===== src/rtl/rr_grant_dispatcher_pkg.sv =====
// Shared types and constant helpers for the round-robin grant dispatcher.
package rr_pkg;

    function automatic int unsigned idx_width(input int unsigned width);
        return (width > 1) ? $clog2(width) : 1;
    endfunction

    function automatic int unsigned cnt_max(input int unsigned cnt_w);
        return (1 << cnt_w) - 1;
    endfunction

    typedef enum logic [0:0] {
        IDLE = 1'b0,
        HOLD = 1'b1
    } serve_state_t;

    localparam logic [0:0] ST_IDLE = IDLE;
    localparam logic [0:0] ST_HOLD = HOLD;

endpackage


===== src/rtl/rr_grant_dispatcher_if.sv =====
// Client push, arbiter request/grant and downstream serve-slot signals.
interface rr_grant_dispatcher_if import rr_pkg::*; #(
    parameter int unsigned WIDTH = 8,
    parameter int unsigned IDX_W = idx_width(WIDTH)
);
    logic [WIDTH-1:0] push_vector;
    logic [WIDTH-1:0] push_ready;
    logic [WIDTH-1:0] req_vector;
    logic [IDX_W-1:0] grant_idx;
    logic             grant_valid;
    logic             serve_valid;
    logic [IDX_W-1:0] serve_idx;
    logic             serve_ready;
    logic             busy;
    logic             overflow_err;
    logic             grant_err;

    modport master (
        output push_vector, grant_idx, grant_valid, serve_ready,
        input  push_ready, req_vector, serve_valid, serve_idx, busy,
               overflow_err, grant_err
    );

    modport slave (
        input  push_vector, grant_idx, grant_valid, serve_ready,
        output push_ready, req_vector, serve_valid, serve_idx, busy,
               overflow_err, grant_err
    );
endinterface


===== src/rtl/rr_grant_dispatcher_pending_counter.sv =====
// Per-client saturating pending-request counter; never wraps in either direction.
module rr_pending_counter import rr_pkg::*; #(
    parameter int unsigned CNT_W = 4
) (
    input  logic             clk,
    input  logic             rst_n,
    input  logic             i_inc,
    input  logic             i_dec,
    output logic [CNT_W-1:0] o_count,
    output logic             o_nonzero,
    output logic             o_full,
    output logic             o_overflow
);
    localparam logic [CNT_W-1:0] CNT_MAX = CNT_W'(cnt_max(CNT_W));

    logic [CNT_W-1:0] r_count;
    logic             w_inc;
    logic             w_dec;

    // Full is judged on the registered count, so a same-cycle decrement does not admit a push.
    assign o_full     = (r_count == CNT_MAX);
    assign o_nonzero  = (r_count != '0);
    assign w_inc      = i_inc && !o_full;
    assign w_dec      = i_dec && o_nonzero;
    assign o_overflow = i_inc && o_full;
    assign o_count    = r_count;

    always_ff @(posedge clk or negedge rst_n) begin
        if (!rst_n) begin
            r_count <= '0;
        end else if (w_inc && !w_dec) begin
            r_count <= r_count + CNT_W'(1);
        end else if (w_dec && !w_inc) begin
            r_count <= r_count - CNT_W'(1);
        end
    end
endmodule


===== src/rtl/rr_grant_dispatcher.sv =====
// Books per-client pending requests, drives the arbiter request vector and
// dispatches each accepted grant through a single registered serve slot.
module rr_grant_dispatcher import rr_pkg::*; #(
    parameter int unsigned WIDTH = 8,
    parameter int unsigned CNT_W = 4
) (
    input  logic                 clk,
    input  logic                 reset,
    rr_grant_dispatcher_if.slave bus
);
    localparam int unsigned IDX_W = idx_width(WIDTH);

    logic [CNT_W-1:0] w_count [WIDTH];
    logic [WIDTH-1:0] w_nonzero;
    logic [WIDTH-1:0] w_full;
    logic [WIDTH-1:0] w_overflow;
    logic [WIDTH-1:0] w_grant_hit;
    logic [WIDTH-1:0] w_dec;
    logic             w_slot_free;
    logic             w_grant_pending;
    logic             w_take;
    logic             w_grant_spurious;

    logic [0:0]       r_state;
    logic [IDX_W-1:0] r_serve_idx;
    logic             r_overflow_err;
    logic             r_grant_err;

    assign w_slot_free      = (r_state == ST_IDLE) || bus.serve_ready;
    assign w_grant_pending  = (w_count[bus.grant_idx] != '0);
    assign w_take           = bus.grant_valid && w_slot_free && w_grant_pending;
    assign w_grant_spurious = bus.grant_valid && w_slot_free && !w_grant_pending;
    assign w_dec            = w_grant_hit & {WIDTH{w_take}};

    for (genvar gi = 0; gi < WIDTH; gi++) begin : g_client
        assign w_grant_hit[gi] = (bus.grant_idx == IDX_W'(gi));

        rr_pending_counter #(
            .CNT_W (CNT_W)
        ) u_pending (
            .clk        (clk),
            .rst_n      (reset),
            .i_inc      (bus.push_vector[gi]),
            .i_dec      (w_dec[gi]),
            .o_count    (w_count[gi]),
            .o_nonzero  (w_nonzero[gi]),
            .o_full     (w_full[gi]),
            .o_overflow (w_overflow[gi])
        );
    end

    // A downstream accept and a new take in the same cycle keep the slot in HOLD.
    always_ff @(posedge clk or negedge reset) begin
        if (!reset) begin
            r_state     <= ST_IDLE;
            r_serve_idx <= '0;
        end else begin
            case (r_state)
                ST_IDLE: begin
                    if (w_take) begin
                        r_state     <= ST_HOLD;
                        r_serve_idx <= bus.grant_idx;
                    end
                end
                ST_HOLD: begin
                    if (bus.serve_ready) begin
                        if (w_take) begin
                            r_serve_idx <= bus.grant_idx;
                        end else begin
                            r_state <= ST_IDLE;
                        end
                    end
                end
            endcase
        end
    end

    always_ff @(posedge clk or negedge reset) begin
        if (!reset) begin
            r_overflow_err <= 1'b0;
            r_grant_err    <= 1'b0;
        end else begin
            r_overflow_err <= r_overflow_err | (|w_overflow);
            r_grant_err    <= r_grant_err | w_grant_spurious;
        end
    end

    assign bus.push_ready   = ~w_full;
    assign bus.req_vector   = w_nonzero & {WIDTH{w_slot_free}};
    assign bus.serve_valid  = (r_state == ST_HOLD);
    assign bus.serve_idx    = r_serve_idx;
    assign bus.busy         = (|w_nonzero) || (r_state == ST_HOLD);
    assign bus.overflow_err = r_overflow_err;
    assign bus.grant_err    = r_grant_err;
endmodule


===== src/flat_wrapper.sv =====
// flat-port wrapper written by rule: the top's interface ports become plain ports
module rr_grant_dispatcher_flat import rr_pkg::*;
#(
    parameter int unsigned WIDTH = 8,
    parameter int unsigned CNT_W = 4
)
  (clk, reset, bus_push_vector, bus_grant_idx, bus_grant_valid, bus_serve_ready, bus_push_ready, bus_req_vector, bus_serve_valid, bus_serve_idx, bus_busy, bus_overflow_err, bus_grant_err);
  rr_grant_dispatcher_if #(.WIDTH(WIDTH)) bus_i ();
  input  logic clk;
  input  logic reset;
  input wire logic [$bits(bus_i.push_vector)-1:0] bus_push_vector;
  input wire logic [$bits(bus_i.grant_idx)-1:0] bus_grant_idx;
  input wire logic [$bits(bus_i.grant_valid)-1:0] bus_grant_valid;
  input wire logic [$bits(bus_i.serve_ready)-1:0] bus_serve_ready;
  output wire logic [$bits(bus_i.push_ready)-1:0] bus_push_ready;
  output wire logic [$bits(bus_i.req_vector)-1:0] bus_req_vector;
  output wire logic [$bits(bus_i.serve_valid)-1:0] bus_serve_valid;
  output wire logic [$bits(bus_i.serve_idx)-1:0] bus_serve_idx;
  output wire logic [$bits(bus_i.busy)-1:0] bus_busy;
  output wire logic [$bits(bus_i.overflow_err)-1:0] bus_overflow_err;
  output wire logic [$bits(bus_i.grant_err)-1:0] bus_grant_err;
  assign bus_i.push_vector = bus_push_vector;
  assign bus_i.grant_idx = bus_grant_idx;
  assign bus_i.grant_valid = bus_grant_valid;
  assign bus_i.serve_ready = bus_serve_ready;
  assign bus_push_ready = bus_i.push_ready;
  assign bus_req_vector = bus_i.req_vector;
  assign bus_serve_valid = bus_i.serve_valid;
  assign bus_serve_idx = bus_i.serve_idx;
  assign bus_busy = bus_i.busy;
  assign bus_overflow_err = bus_i.overflow_err;
  assign bus_grant_err = bus_i.grant_err;
  rr_grant_dispatcher #(.WIDTH(WIDTH), .CNT_W(CNT_W)) u_core (.clk(clk), .reset(reset), .bus(bus_i));
endmodule

===== config.mk =====
export PLATFORM = sky130hd
export DESIGN_NAME = rr_grant_dispatcher_flat
export DESIGN_NICKNAME = d
export VERILOG_FILES = /design/src/rtl/rr_grant_dispatcher_pkg.sv /design/src/rtl/rr_grant_dispatcher_if.sv /design/src/rtl/rr_grant_dispatcher_pending_counter.sv /design/src/rtl/rr_grant_dispatcher.sv /design/src/flat_wrapper.sv
export SDC_FILE = /design/constraint.sdc
export NUM_CORES = 1
export LEC_CHECK = 0
export ABC_AREA = 0
export CAP_MARGIN = 20
export CORE_MARGIN = 1
export CORE_UTILIZATION = 43
export CTS_CLUSTER_DIAMETER = 40
export DETAILED_ROUTE_END_ITERATION = 6
export HOLD_SLACK_MARGIN = 0.12
export PLACE_DENSITY = 0.62
export SLEW_MARGIN = 10
export SYNTH_ARGS = -nofsm -noshare
export SYNTH_HDL_FRONTEND = slang
export SYNTH_HIERARCHICAL = 1
export SYNTH_SLANG_ARGS = --single-unit

===== constraint.sdc =====
create_clock -name clk -period 8.6 [get_ports clk]
set_clock_uncertainty 0.1 [all_clocks]
set_input_delay 1.72 -clock clk [delete_from_list [all_inputs] [get_ports clk]]
set_output_delay 1.72 -clock clk [all_outputs]
set_load 0.02 [all_outputs]

# Yosys cells after proc, flatten, opt, wreduce, memory -nomap -nowiden
# Index checks and enable logic that the tools add are counted.
[totals] reg_bits=38 inputBits=15 elab_cells=167
[classes] n_addsub=16 order_cmp=1 eq_ne=16 muxes=25 n_bitwise=7 reduce_logical=90
[ops] op="two-way mux 4 bit" count=18
[ops] op="logical AND 1 bit" count=43
[ops] op="nonzero test 4 bit" count=9
[ops] op="adder 4 x 1 -> 4 bit, second input constant" count=8
[ops] op="== test 4 bit, second input constant" count=8
[ops] op="subtractor 4 x 1 -> 4 bit, second input constant" count=8
[ops] op="logical NOT 1 bit" count=25
[ops] op="AND 8 bit" count=2
[ops] op="nonzero test 2 bit" count=8
[ops] op="OR reduction 8 bit" count=2
[ops] op="binary-select mux 4 bit (select 3 bit)" count=1
[ops] op="== test 3 bit, second input constant" count=4
[ops] op="inverter 8 bit" count=1
[ops] op="== test 3 x 2 -> 1 bit, second input constant" count=2
[ops] op="two-way mux 3 bit" count=2
[ops] op="case mux 3 bit (2 select lines)" count=1
[ops] op="greater-or-equal comparator 4 bit, second input constant" count=1
[ops] op="inverter 3 -> 4 bit" count=1
[ops] op="== test 3 x 1 -> 1 bit, second input constant" count=1
[ops] op="logical NOT 3 bit" count=1
[ops] op="logical OR 1 bit" count=2
[ops] op="two-way mux 1 bit" count=2
[ops] op="inequality test 2 bit, second input constant" count=1
[ops] op="bitwise OR 1 bit" count=2
[ops] op="other kinds (2)" count=2

# Logic depth before layout (Yosys ltp)
# Gate-level depths: netlist of run 1.
[depth] depth_word=11 mapped_depth=14 ltp_nobuf=12

# Hierarchy
# The synthesis of run 1 kept the hierarchy.
[modules_own_cells] mod="rr_pending_counter" instances=8 cells_per_inst=33 area_per_inst_um2=336.6 seq_area_each_um2=100.1
[modules_own_cells] mod="rr_grant_dispatcher" instances=1 cells_per_inst=77 area_per_inst_um2=563.0 seq_area_each_um2=150.1

# Worst setup path after synthesis of run 1
# No wires, ideal clock.
[synth_timing] kind="input to register" start="in bus_grant_idx[1]" end="reg u_core.g_client[4].u_pending.r_count[3]" t_arrival_ps=4258 slack_ps=4114 stages=14 path_cell_list="buf_2 -> nor4b_1 -> o32ai_1 -> or3_1 -> clkbuf_1 -> nand4_1 -> nor3_1 -> nand2_1 -> ha_1 -> inv_1 -> ha_1 -> or4_4 -> o211ai_2 -> o211ai_2"
[synth_between] elab_chain_cells=11 elab_cells_between_ends=14 classes_between="eq/ne (1); mux (4); bitwise (2); reduce/logical (7)"
[synth_rtl] element="from (decl)" line="flat_wrapper.sv:12" source="input wire logic [$bits(bus_i.grant_idx)-1:0] bus_grant_idx;"
[synth_rtl] element="inverter 3 -> 4 bit (implied by the code)" line="rr_grant_dispatcher.sv:30" source="assign w_grant_pending = (w_count[bus.grant_idx] != '0);"
[synth_rtl] element="binary-select mux 4 bit (select 3 bit)" line="rr_grant_dispatcher.sv:30"
[synth_rtl] element="two-way mux 4 bit (implied by the code) (2 in a row)" line="rr_grant_dispatcher.sv:30"
[synth_rtl] element="nonzero test 4 bit" line="rr_grant_dispatcher.sv:30"
[synth_rtl] element="logical AND 1 bit" line="rr_grant_dispatcher.sv:31" source="assign w_take = bus.grant_valid && w_slot_free && w_grant_pending;"
[synth_rtl] element="AND 8 bit (*)" line="rr_grant_dispatcher.sv:33" source="assign w_dec = w_grant_hit & {WIDTH{w_take}};"
[synth_rtl] element="net u_core.w_dec[4]" line="rr_grant_dispatcher.sv:18" source="logic [WIDTH-1:0] w_dec;"
[synth_rtl] element="logical AND 1 bit (*)" line="rr_grant_dispatcher_pending_counter.sv:24" source="assign w_dec = i_dec && o_nonzero;"
[synth_rtl] element="logical NOT 1 bit" line="rr_grant_dispatcher_pending_counter.sv:31" source="end else if (w_inc && !w_dec) begin"
[synth_rtl] element="logical AND 1 bit" line="rr_grant_dispatcher_pending_counter.sv:31"
[synth_rtl] element="two-way mux 4 bit / nonzero test 2 bit (equally long branches)"
[synth_rtl] element="to (signal assigned)" line="rr_grant_dispatcher_pending_counter.sv:32" source="r_count <= r_count + CNT_W'(1);"
[synth_rtl] element="to (signal assigned)" line="rr_grant_dispatcher_pending_counter.sv:34" source="r_count <= r_count - CNT_W'(1);"
[synth_rtl] element="to (decl)" line="rr_grant_dispatcher_pending_counter.sv:16" source="logic [CNT_W-1:0] r_count;"
# The timed path passes the listed nets; every way through them passes the cells marked *. The select of a mux whose other input is x is not followed.
# A chain may end at the register's enable or synchronous reset.

# Worst setup path in the final report of run 1
# Same ends and word-level chain as after synthesis.

==> results.toml, run 1 <==
[power]
seqPwrFrac_pct = 33.3
switching_share_pct = 44.4
internal-power_mw = 0.679
ir_drop_mv = 0.169
leakage_nw = 1.47
p_switching_mw = 0.542
clock_power_share_pct = 10.5
combinationalPowerShare_pct = 56.2
powerDensity_nw_per_um2 = 323

[routing]
wl_per_cell_um = 15.2
vias = 2680
wirelength_mm = 7.21
drtAntennaViolNets = 0
drt_iter0_drc = 136
first_pass_iters = 4
via_per_inst = 5.67
post-route-drc-count = 0

[global_route]
grt_usage_pct = 19.6
grt_start_max_net_pins = 39
grt_pass1_vias = 2464
grt_antenna_before_repair = 0
grt_pass1_wl_mm = 12.0
overflow = 0

[floorplan]
die_w_um = 89.0
dieHeight_um = 89.0
dieArea_um2 = 7920
core-area_um2 = 7290
fp-row-count = 31
start_util_pct = 44.6
ios = 38

[synth]
synth_edf_count = 0
async_flop_share_pct = 100
yosys-top-cells-area = "dfrtp_1 29%, ha_1 9.2%, o211ai_2 6.1%, fa_1 4.9%, xnor2_1 4.3%"
synth_area_um2 = 3260
synth-seq-cells = 38
synth_top_flop_cell = "dfrtp_1"
synth_top_area_share_pct = 29.2
ys_warn_count = 6
synthesis.instances = 341
synth_top_area_cell = "dfrtp_1"
avgSynthCellArea_um2 = 9.55
ys_types = 38
syn_nets = 388
ys_seq_area_share_pct = 29.2

[setup_path]
end_kind = "register"
crit_type = "input port to register"
cp.required_ns = 8.66
worstPathMaxFanout = 11
timing.rr.start = "u_core/g_client[4].u_pending/o_count[0]"
arrival_ns = 5.22
start_kind = "input port"
rr_endpoint = "u_core/g_client[4].u_pending/o_count[3]"
worst-r2r-cell-count = 11
reg2reg_slack_ns = 4.96

[final_layout]
drive_above_1_share_pct = 11.8
n_antenna_cell = 0
register_area_um2 = 951
nNetsFinal = 420
synthToLayoutAreaGrowth_pct = 16.2
fin_util_pct = 51.9
n_fill_cell = 712
multi_input_area_um2 = 2180

[sta]
clock.fmax_mhz = 194
finalSetupViolCount = 0
worstMarginPinSlew_ns = 0.907
period_minus_slack_ns = 5.16
hold_viol = 0
slew_viol_final = 0
rsz0062_at_grt = "no"
fin_crit_sh_pct = 60.0
slew_headroom_pct = 39.5
setup_tns_ns = 0
hold_slack_ns = 0.404

[hold_path]
hold_path_depth = 1
min_from = "u_core/bus.grant_err"
min_to = "u_core/bus.grant_err"
hp-class = "register to register"

[clock_network]
clk_pin_slew_ns = 0.08
cts-root-buf = "clkbuf_8"
post_cts_buffers = 0
cts_max_path_buffers = 2
cts_tree = "built"
cts.sinks = 38
cts_made_buffers = 5
holdBufCountCts = 0
htreeDepth = 2
clock_latency_ns = 0.28
cts_resized = 0

[outcome]
status = "finished clean"

[placed_design]
gp_congestion = 0.846
place_hpwl_mm = 5.58
port_buffers = 37

[job]
max-cap-violations = 0
==> sequential cells by signal, summed over array words and instances (netlist names) <==
signal / count
u_core/g_client.u_pending/o_count: 32
u_core/bus.serve_idx: 3
u_core/bus.grant_err: 1
u_core/bus.overflow_err: 1
u_core/bus.serve_valid: 1
==> Yosys cell counts (2+ instances only) <==
cell and instances:
nor3_1 12, a31oi_1 2, clkbuf_1 3, xnor2_1 16, mux2i_1 8, and2_1 17
fa_1 8, or4_4 8, nand3_1 20, ha_1 24, a21oi_1 16, nor2b_1 8
nand2b_1 3, dfrtp_1 38, buf_2 9, or4_1 12, mux2_2 8, mux2_1 2
and4_1 8, or3_1 9, o211ai_2 16, nand3b_1 8, nand2_1 27, inv_1 17
nor4_1 3, nor2_1 12, o21ai_0 9, a2111o_1 8
==> logic make-up (layout without fill, tap and decap cells) <==
| group | Yosys count | count (layout) | share of synthesized area, % |
|---|---|---|---|
| compound gates | 55 | 55 | 14.1 |
| xor+xnor | 16 | 16 | 4.30 |
| fa+ha+maj | 32 | 32 | 14.1 |
| buf+inv | 29 | 62 | 3.69 |
| flops | 38 | 38 | 29.2 |
| mux | 19 | 19 | 6.61 |
| simple gates | 152 | 152 | 27.9 |
==> layer usage <==
layer  up-vias  routed length [um]  track usage, %
li1       1338                   -               -
met4         0                 108            5.63
met3         8                 244            2.77
met2        56                3380            32.0
met5         -                   0               0
met1      1278                3490            27.2
==> layout by cell type, fill, tap and decap left out, types with 8 or more instances in the layout <==
master	synthesis	routed
xnor2_1	16	16
nand2_1	27	27
and4_1	8	8
nor2_1	12	12
or4_4	8	8
nor2b_1	8	8
nor3_1	12	12
o21ai_0	9	9
and2_1	17	17
or3_1	9	9
o211ai_2	16	16
a2111o_1	8	8
mux2i_1	8	8
nand3_1	20	20
inv_1	17	17
clkdlybuf4s50_1	0	36
dfrtp_1	38	38
or4_1	12	12
mux2_2	8	8
ha_1	24	24
a21oi_1	16	16
fa_1	8	8
nand3b_1	8	8
==> final cells by class <==
| class | instances | area share, % |
|---|---|---|
| well taps | 99 | 3.27 |
| multi-input cells | 274 | 57.7 |
| clock inverters | 2 | 0.331 |
| repair buffers | 37 | 9.66 |
| flip-flops and latches | 38 | 25.1 |
| inverters | 17 | 1.69 |
| clock buffers | 6 | 2.18 |
==> worst max-delay path by stage <==
stage | startpoint | to | slack, ns | depth (start not counted)
6_report | bus_grant_idx[1] | u_core/g_client[4].u_pending/o_count[3] | 3.44 | 13
5_1_grt | bus_grant_idx[1] | u_core/g_client[4].u_pending/o_count[3] | 3.15 | 13
4_1_cts | bus_grant_idx[1] | u_core/g_client[4].u_pending/o_count[3] | 3.48 | 13
3_5_place_dp | bus_grant_idx[1] | u_core/g_client[4].u_pending/o_count[3] | 3.18 | 13
3_3_place_gp | bus_grant_idx[1] | u_core/g_client[4].u_pending/o_count[3] | 3.22 | 13
2_1_floorplan | bus_grant_idx[1] | u_core/g_client[4].u_pending/o_count[3] | 4.11 | 14
==> worst max-delay path, cell delays in order <==
cell and delay [ns]:
clkdlybuf4s50_1 0.71, nor4b_1 0.37, o32ai_1 0.14, or3_1 0.44
nand4_1 0.22, nor3_1 0.10, nand2_1 0.10, ha_1 0.24
inv_1 0.13, ha_1 0.37, or4_4 0.50, o211ai_2 0.09
o211ai_2 0.09
==> through the flow <==
stage	worst slack [ns]	power (mW)	instance area, um2	std cells
finish	3.44	1.22	3780	473
global route	3.15	1.33	3780	473
CTS	3.48	1.23	3780	473
detailed placement	3.18	1.09	3690	465
global placement	3.22	1.08	3690	465
floorplan	4.11	0.896	3260	341
==> power groups by stage <==
stage               logic (mW)  clock network (mW)  registers, mW
CTS                      0.688               0.133          0.407
detailed placement       0.684                   0          0.409
global placement         0.670                   0          0.409
finish                   0.686               0.129          0.406
global route             0.764               0.141          0.427
floorplan                0.515                   0          0.381
Note: power is estimated with default switching activity, not from simulation.
==> run 2: changes to the inputs <==
Clock period 8.6 ns to 4.8 ns, I/O delays scaled along.
==> run 2 against run 1 <==
  * Final cell count rose by 0.42%
  * Via count is 0.11% higher
  * Utilization grew 0.052 points
  * Register-to-register slack lost 3.7 ns
  * Routed wire length up 4.9%
  * Design area hardly changed
  * Clock power increased by 64%
  * First-iteration DRC count decreased by 25%
  * Global-route usage up 0.90 points
  * Worst setup slack got worse by 2.9 ns
  * Non-clock buffer count up 3
  * Largest power group unchanged
==> results.toml, run 2 (synthesis results as in run 1) <==
[final_layout]
nNetsFinal = 423
largest_register_ffs = 32
final_cell_mix = "38 x dfrtp_1, 36 x clkdlybuf4s50_1, 27 x nand2_1"
synthToLayoutAreaGrowth_pct = 16.3
layout_commonest_cell = "dfrtp_1"
drive_above_1_share_pct = 11.7
n_fill_cell = 705
postLayoutCellArea_um2 = 3790
n_antenna_cell = 0

[routing]
drt_iter0_drc = 102
post-route-drc-count = 0
first_pass_iters = 4
wl_per_cell_um = 15.9
vias = 2683
via_per_inst = 5.65
drtAntennaViolNets = 0
wirelength_mm = 7.57

[placed_design]
place_hpwl_mm = 5.87
placed_area_um2 = 3710
port_buffers = 37
gp_congestion = 0.799

[sta]
slew_headroom_pct = 39.1
hold_slack_ns = 0.387
finalSetupViolCount = 0
fin_crit_sh_pct = 87.9
clock.fmax_mhz = 237
period_minus_slack_ns = 4.22
rsz0062_at_grt = "no"
setup_tns_ns = 0
worstMarginPinSlew_ns = 0.913
hold_viol = 0
slew_viol_final = 0

[setup_path]
cp.required_ns = 4.87
reg2reg_slack_ns = 1.24
arrival_ns = 4.28
start_kind = "input port"
crit_path_top_delay_cell = "clkdlybuf4s50_1"
worstPathMaxFanout = 9
crit_chain = "clkdlybuf4s50_1 > nor4b_1 > o32ai_1 > or3_1 > nand3_1 > nor2_1 > nand2_1 > ha_1 > inv_1 > ha_1 > or4_4 > o211ai_2 > o211ai_2"
crit_type = "input port to register"
slowest_delay_ns = 0.64
end_kind = "register"

[clock_network]
cts_tree = "built"
clk_pin_slew_ns = 0.07
holdBufCountCts = 0
cts_resized = 0
post_cts_buffers = 0
cts_made_buffers = 5
cts-root-buf = "clkbuf_8"
clock_latency_ns = 0.29
cts_max_path_buffers = 2
cts.sinks = 38
htreeDepth = 2

[global_route]
grt_pass1_vias = 2570
grt_antenna_before_repair = 0
grt_pass1_wl_mm = 12.5
grt_start_max_net_pins = 39
grt_usage_pct = 20.5
overflow = 0

[floorplan]
core-area_um2 = 7290
ios = 38
die_w_um = 89.0
dieHeight_um = 89.0
fp-row-count = 31
start_util_pct = 44.6
dieArea_um2 = 7920

[hold_path]
hp-class = "register to register"

[power]
leakage_nw = 1.47
powerDensity_nw_per_um2 = 576
total_power_mw = 2.18
ir_drop_mv = 0.291

[job]
max-cap-violations = 0

[outcome]
status = "finished clean"
-- run 2: changes by cell type in the layout (fill, tap and decap cells not counted) --
cell	delta
buf_4	+3
clkbuf_1	+2
clkbuf_8	-1
clkinv_2	-1
clkinvlp_4	-1
-- run 2: layout make-up --
type                       count  area (um2)  area share, %
multi-input combinational    274        2180           57.7
tap                           99         124           3.27
clock buffer                   7        76.3           2.02
inverter                      17        63.8           1.68
timing repair buffer          40         388           10.2
sequential                    38         951           25.1
-- run 2: path summary, 6_finish.rpt --
check	cells past startpoint	to	from
worst max-delay path	13	u_core/g_client[2].u_pending/o_count[3]	bus_grant_idx[1]
worst min-delay path	2	u_core/bus.overflow_err	u_core/bus.overflow_err
worst max register to register	11	u_core/g_client[6].u_pending/o_count[3]	u_core/g_client[6].u_pending/o_count[0]
worst min register to register	2	u_core/bus.overflow_err	u_core/bus.overflow_err
max in group asynchronous	1	u_core/g_client[7].u_pending/o_count[2]	reset
min in group asynchronous	1	u_core/g_client[3].u_pending/o_count[3]	reset
-- run 2: critical path, delay by kind of cell --
kind | cells | cell delay (ns)
and+or+nand+nor | 6 | 1.60
buffers and inverters | 2 | 0.77
adders and majority gates | 2 | 0.63
AOI/OAI and AO/OA | 3 | 0.31
-- run 2: layer usage --
| layer | GRT usage (%) | share of wire [%] | up-vias |
|---|---|---|---|
| met3 | 4.25 | 3.8 | 8 |
| met1 | 28.4 | 48 | 1284 |
| met2 | 33.4 | 47 | 49 |
| li1 | - | - | 1342 |
| met5 | 0 | 0 | - |
| met4 | 4.04 | 0.96 | 0 |
-- run 2: report_power, final --
group,total (mW),internal [mW],switching (mW)
combinational,1.24,0.625,0.611
sequential,0.735,0.479,0.256
clock,0.212,0.100,0.112
total,2.18,1.20,0.979
-- run 2: per-stage QoR --
step | utilization, % | instances | worst slack (ns)
final | 51.9 | 475 | 0.580
after global routing | 51.9 | 475 | 0.375
after CTS | 51.9 | 475 | 0.606
after detailed placement | 50.9 | 468 | 0.297
after global placement | 50.9 | 468 | 0.346
after floorplan | - | 341 | 1.07
==> run 3: changes to the inputs <==
--- a/config.mk
+++ b/config.mk
@@ -13,4 +13,5 @@
 export DETAILED_ROUTE_END_ITERATION = 6
 export HOLD_SLACK_MARGIN = 0.12
+export MAX_ROUTING_LAYER = met4
 export PLACE_DENSITY = 0.62
 export SLEW_MARGIN = 10
==> constraint.sdc (replaced) <==
create_clock -name clk -period 5.19 [get_ports clk]
set_clock_uncertainty 0.1 [all_clocks]
set_input_delay 1.038 -clock clk [delete_from_list [all_inputs] [get_ports clk]]
set_output_delay 1.038 -clock clk [all_outputs]
set_load 0.01 [all_outputs]
==> run 3 against run 2 <==
  * Final cell count decreased by 0.21%
  * Hold slack improved by 0.013 ns
  * Critical path depth unchanged
  * Die area unchanged
  * Clock power increased by 18%
  * Via count increased by 0.67%
  * First-iteration DRC count increased by 56%
  * Register-to-register slack improved by 0.32 ns
  * Sequential power decreased by 8.3%
  * Utilization increased by 0.21 points
  * Largest power group unchanged
==> results.toml, run 3 (synthesis results as in run 1) <==
[outcome]
status = "finished clean"

[sta]
finalSetupViolCount = 0
rsz0062_at_grt = "no"
hold_slack_ns = 0.400
setup_tns_ns = 0
hold_viol = 0
slew_viol_final = 0
period_minus_slack_ns = 4.48
clock.fmax_mhz = 223
fin_crit_sh_pct = 86.3
slew_headroom_pct = 40.6
worstMarginPinSlew_ns = 0.891

[setup_path]
start_kind = "input port"
cp.required_ns = 5.26
reg2reg_slack_ns = 1.56
slowest_delay_ns = 0.73
cp-endpoint = "u_core/g_client[4].u_pending/o_count[3]"
timing.rr.start = "u_core/g_client[4].u_pending/o_count[0]"
worst-r2r-cell-count = 11
worstPathMaxFanout = 11
crit_chain = "clkdlybuf4s50_1 > nor4b_1 > o32ai_1 > or3_1 > nand4_1 > nor3_1 > nand2_1 > ha_1 > inv_1 > ha_1 > or4_4 > o211ai_2 > o211ai_2"
crit_start = "bus_grant_idx[1]"
rr_endpoint = "u_core/g_client[4].u_pending/o_count[3]"
arrival_ns = 4.55
crit_type = "input port to register"
crit_path_top_delay_cell = "clkdlybuf4s50_1"
end_kind = "register"

[placed_design]
gp_congestion = 0.866
placed_area_um2 = 3700
dp.cells = 466
place_hpwl_mm = 5.52
port_buffers = 37

[global_route]
grt_busiest_layer = "met2"
grtUsageMet3_pct = 3.60
grt_pass1_vias = 2447
overflow = 0
met2_usage_pct = 31.3
grt_start_max_net_pins = 39
globalRouteMet1Util_pct = 27.4
grt_pass1_wl_mm = 12.0
grt_antenna_before_repair = 0
grt_usage_pct = 20.5

[routing]
via_per_inst = 5.70
post-route-drc-count = 0
first_pass_iters = 4
drt_iter0_drc = 159
wirelength_mm = 7.24
vias = 2701
drtAntennaViolNets = 0
wl_per_cell_um = 15.3

[clock_network]
post_cts_buffers = 0
cts_max_path_buffers = 2
cts-root-buf = "clkbuf_8"
clock_latency_ns = 0.29
holdBufCountCts = 0
cts_tree = "built"
htreeDepth = 2
clk_pin_slew_ns = 0.07
cts.sinks = 38
cts_resized = 0
cts_made_buffers = 5

[power]
ir_drop_mv = 0.236
powerDensity_nw_per_um2 = 531
leakage_nw = 1.48

[job]
max-cap-violations = 0

[final_layout]
n_antenna_cell = 0
drive_above_1_share_pct = 11.5
register_area_um2 = 951
synthToLayoutAreaGrowth_pct = 16.8
multi_input_area_um2 = 2180
n_fill_cell = 690
fin_util_pct = 52.1
nNetsFinal = 421
final_cell_mix = "38 x dfrtp_1, 36 x clkdlybuf4s50_1, 27 x nand2_1"
postLayoutCellArea_um2 = 3800
layout_commonest_cell = "dfrtp_1"
final_cells = 474
largest_register_ffs = 32

[floorplan]
die_w_um = 89.0
fp-row-count = 31
dieHeight_um = 89.0
start_util_pct = 44.6
core-area_um2 = 7290
dieArea_um2 = 7920
ios = 38

[hold_path]
hp-class = "register to register"
-- run 3: cell types whose count changed in the layout (fill, tap and decap cells not counted) --
cell       change
bufinv_16      +1
buf_4          -2
-- run 3: stage by stage --
stage | power, mW | setup WS, ns
6_report | 2.02 | 0.711
5_1_grt | 2.20 | 0.419
4_1_cts | 2.03 | 0.751
3_5_place_dp | 1.77 | 0.427
3_3_place_gp | 1.75 | 0.491
2_1_floorplan | 1.45 | 1.39
-- run 3: final cells by class --
cell class / count / share of cell area, %
Multi-Input combinational cell: 274 / 57.5
Sequential cell: 38 / 25.0
Timing Repair Buffer: 38 / 9.81
Tap cell: 99 / 3.26
Clock buffer: 7 / 2.01
Inverter: 17 / 1.68
Clock inverter: 1 / 0.790
-- run 3: worst max-delay path, delay by kind of cell --
kind / cells / cell delay (ns)
adders and majority gates: 2 / 0.61
and+or+nand+nor: 6 / 1.71
AOI/OAI and AO/OA: 3 / 0.33
buffers and inverters: 2 / 0.86
-- run 3: worst min path at each step --
stage                              start                    to  slack, ns  depth (start not counted)
floorplan           u_core/bus.grant_err  u_core/bus.grant_err       0.39                          1
global route        u_core/bus.grant_err  u_core/bus.grant_err       0.43                          1
finish              u_core/bus.grant_err  u_core/bus.grant_err       0.40                          1
CTS                 u_core/bus.grant_err  u_core/bus.grant_err       0.40                          1
global placement    u_core/bus.grant_err  u_core/bus.grant_err       0.38                          1
detailed placement  u_core/bus.grant_err  u_core/bus.grant_err       0.37                          1
-- run 3: layer usage --
| layer | up-vias | share of wire, % |
|---|---|---|
| li1 | 1338 | - |
| met1 | 1289 | 49 |
| met2 | 61 | 45 |
| met3 | 13 | 3.9 |
| met4 | 0 | 2.0 |
| met5 | - | 0 |
-- run 3: report_power, final --
| group | switching, mW | internal (mW) | total (mW) |
|---|---|---|---|
| logic | 0.520 | 0.574 | 1.09 |
| clock network | 0.106 | 0.144 | 0.250 |
| registers | 0.231 | 0.443 | 0.674 |
| total | 0.856 | 1.16 | 2.02 |
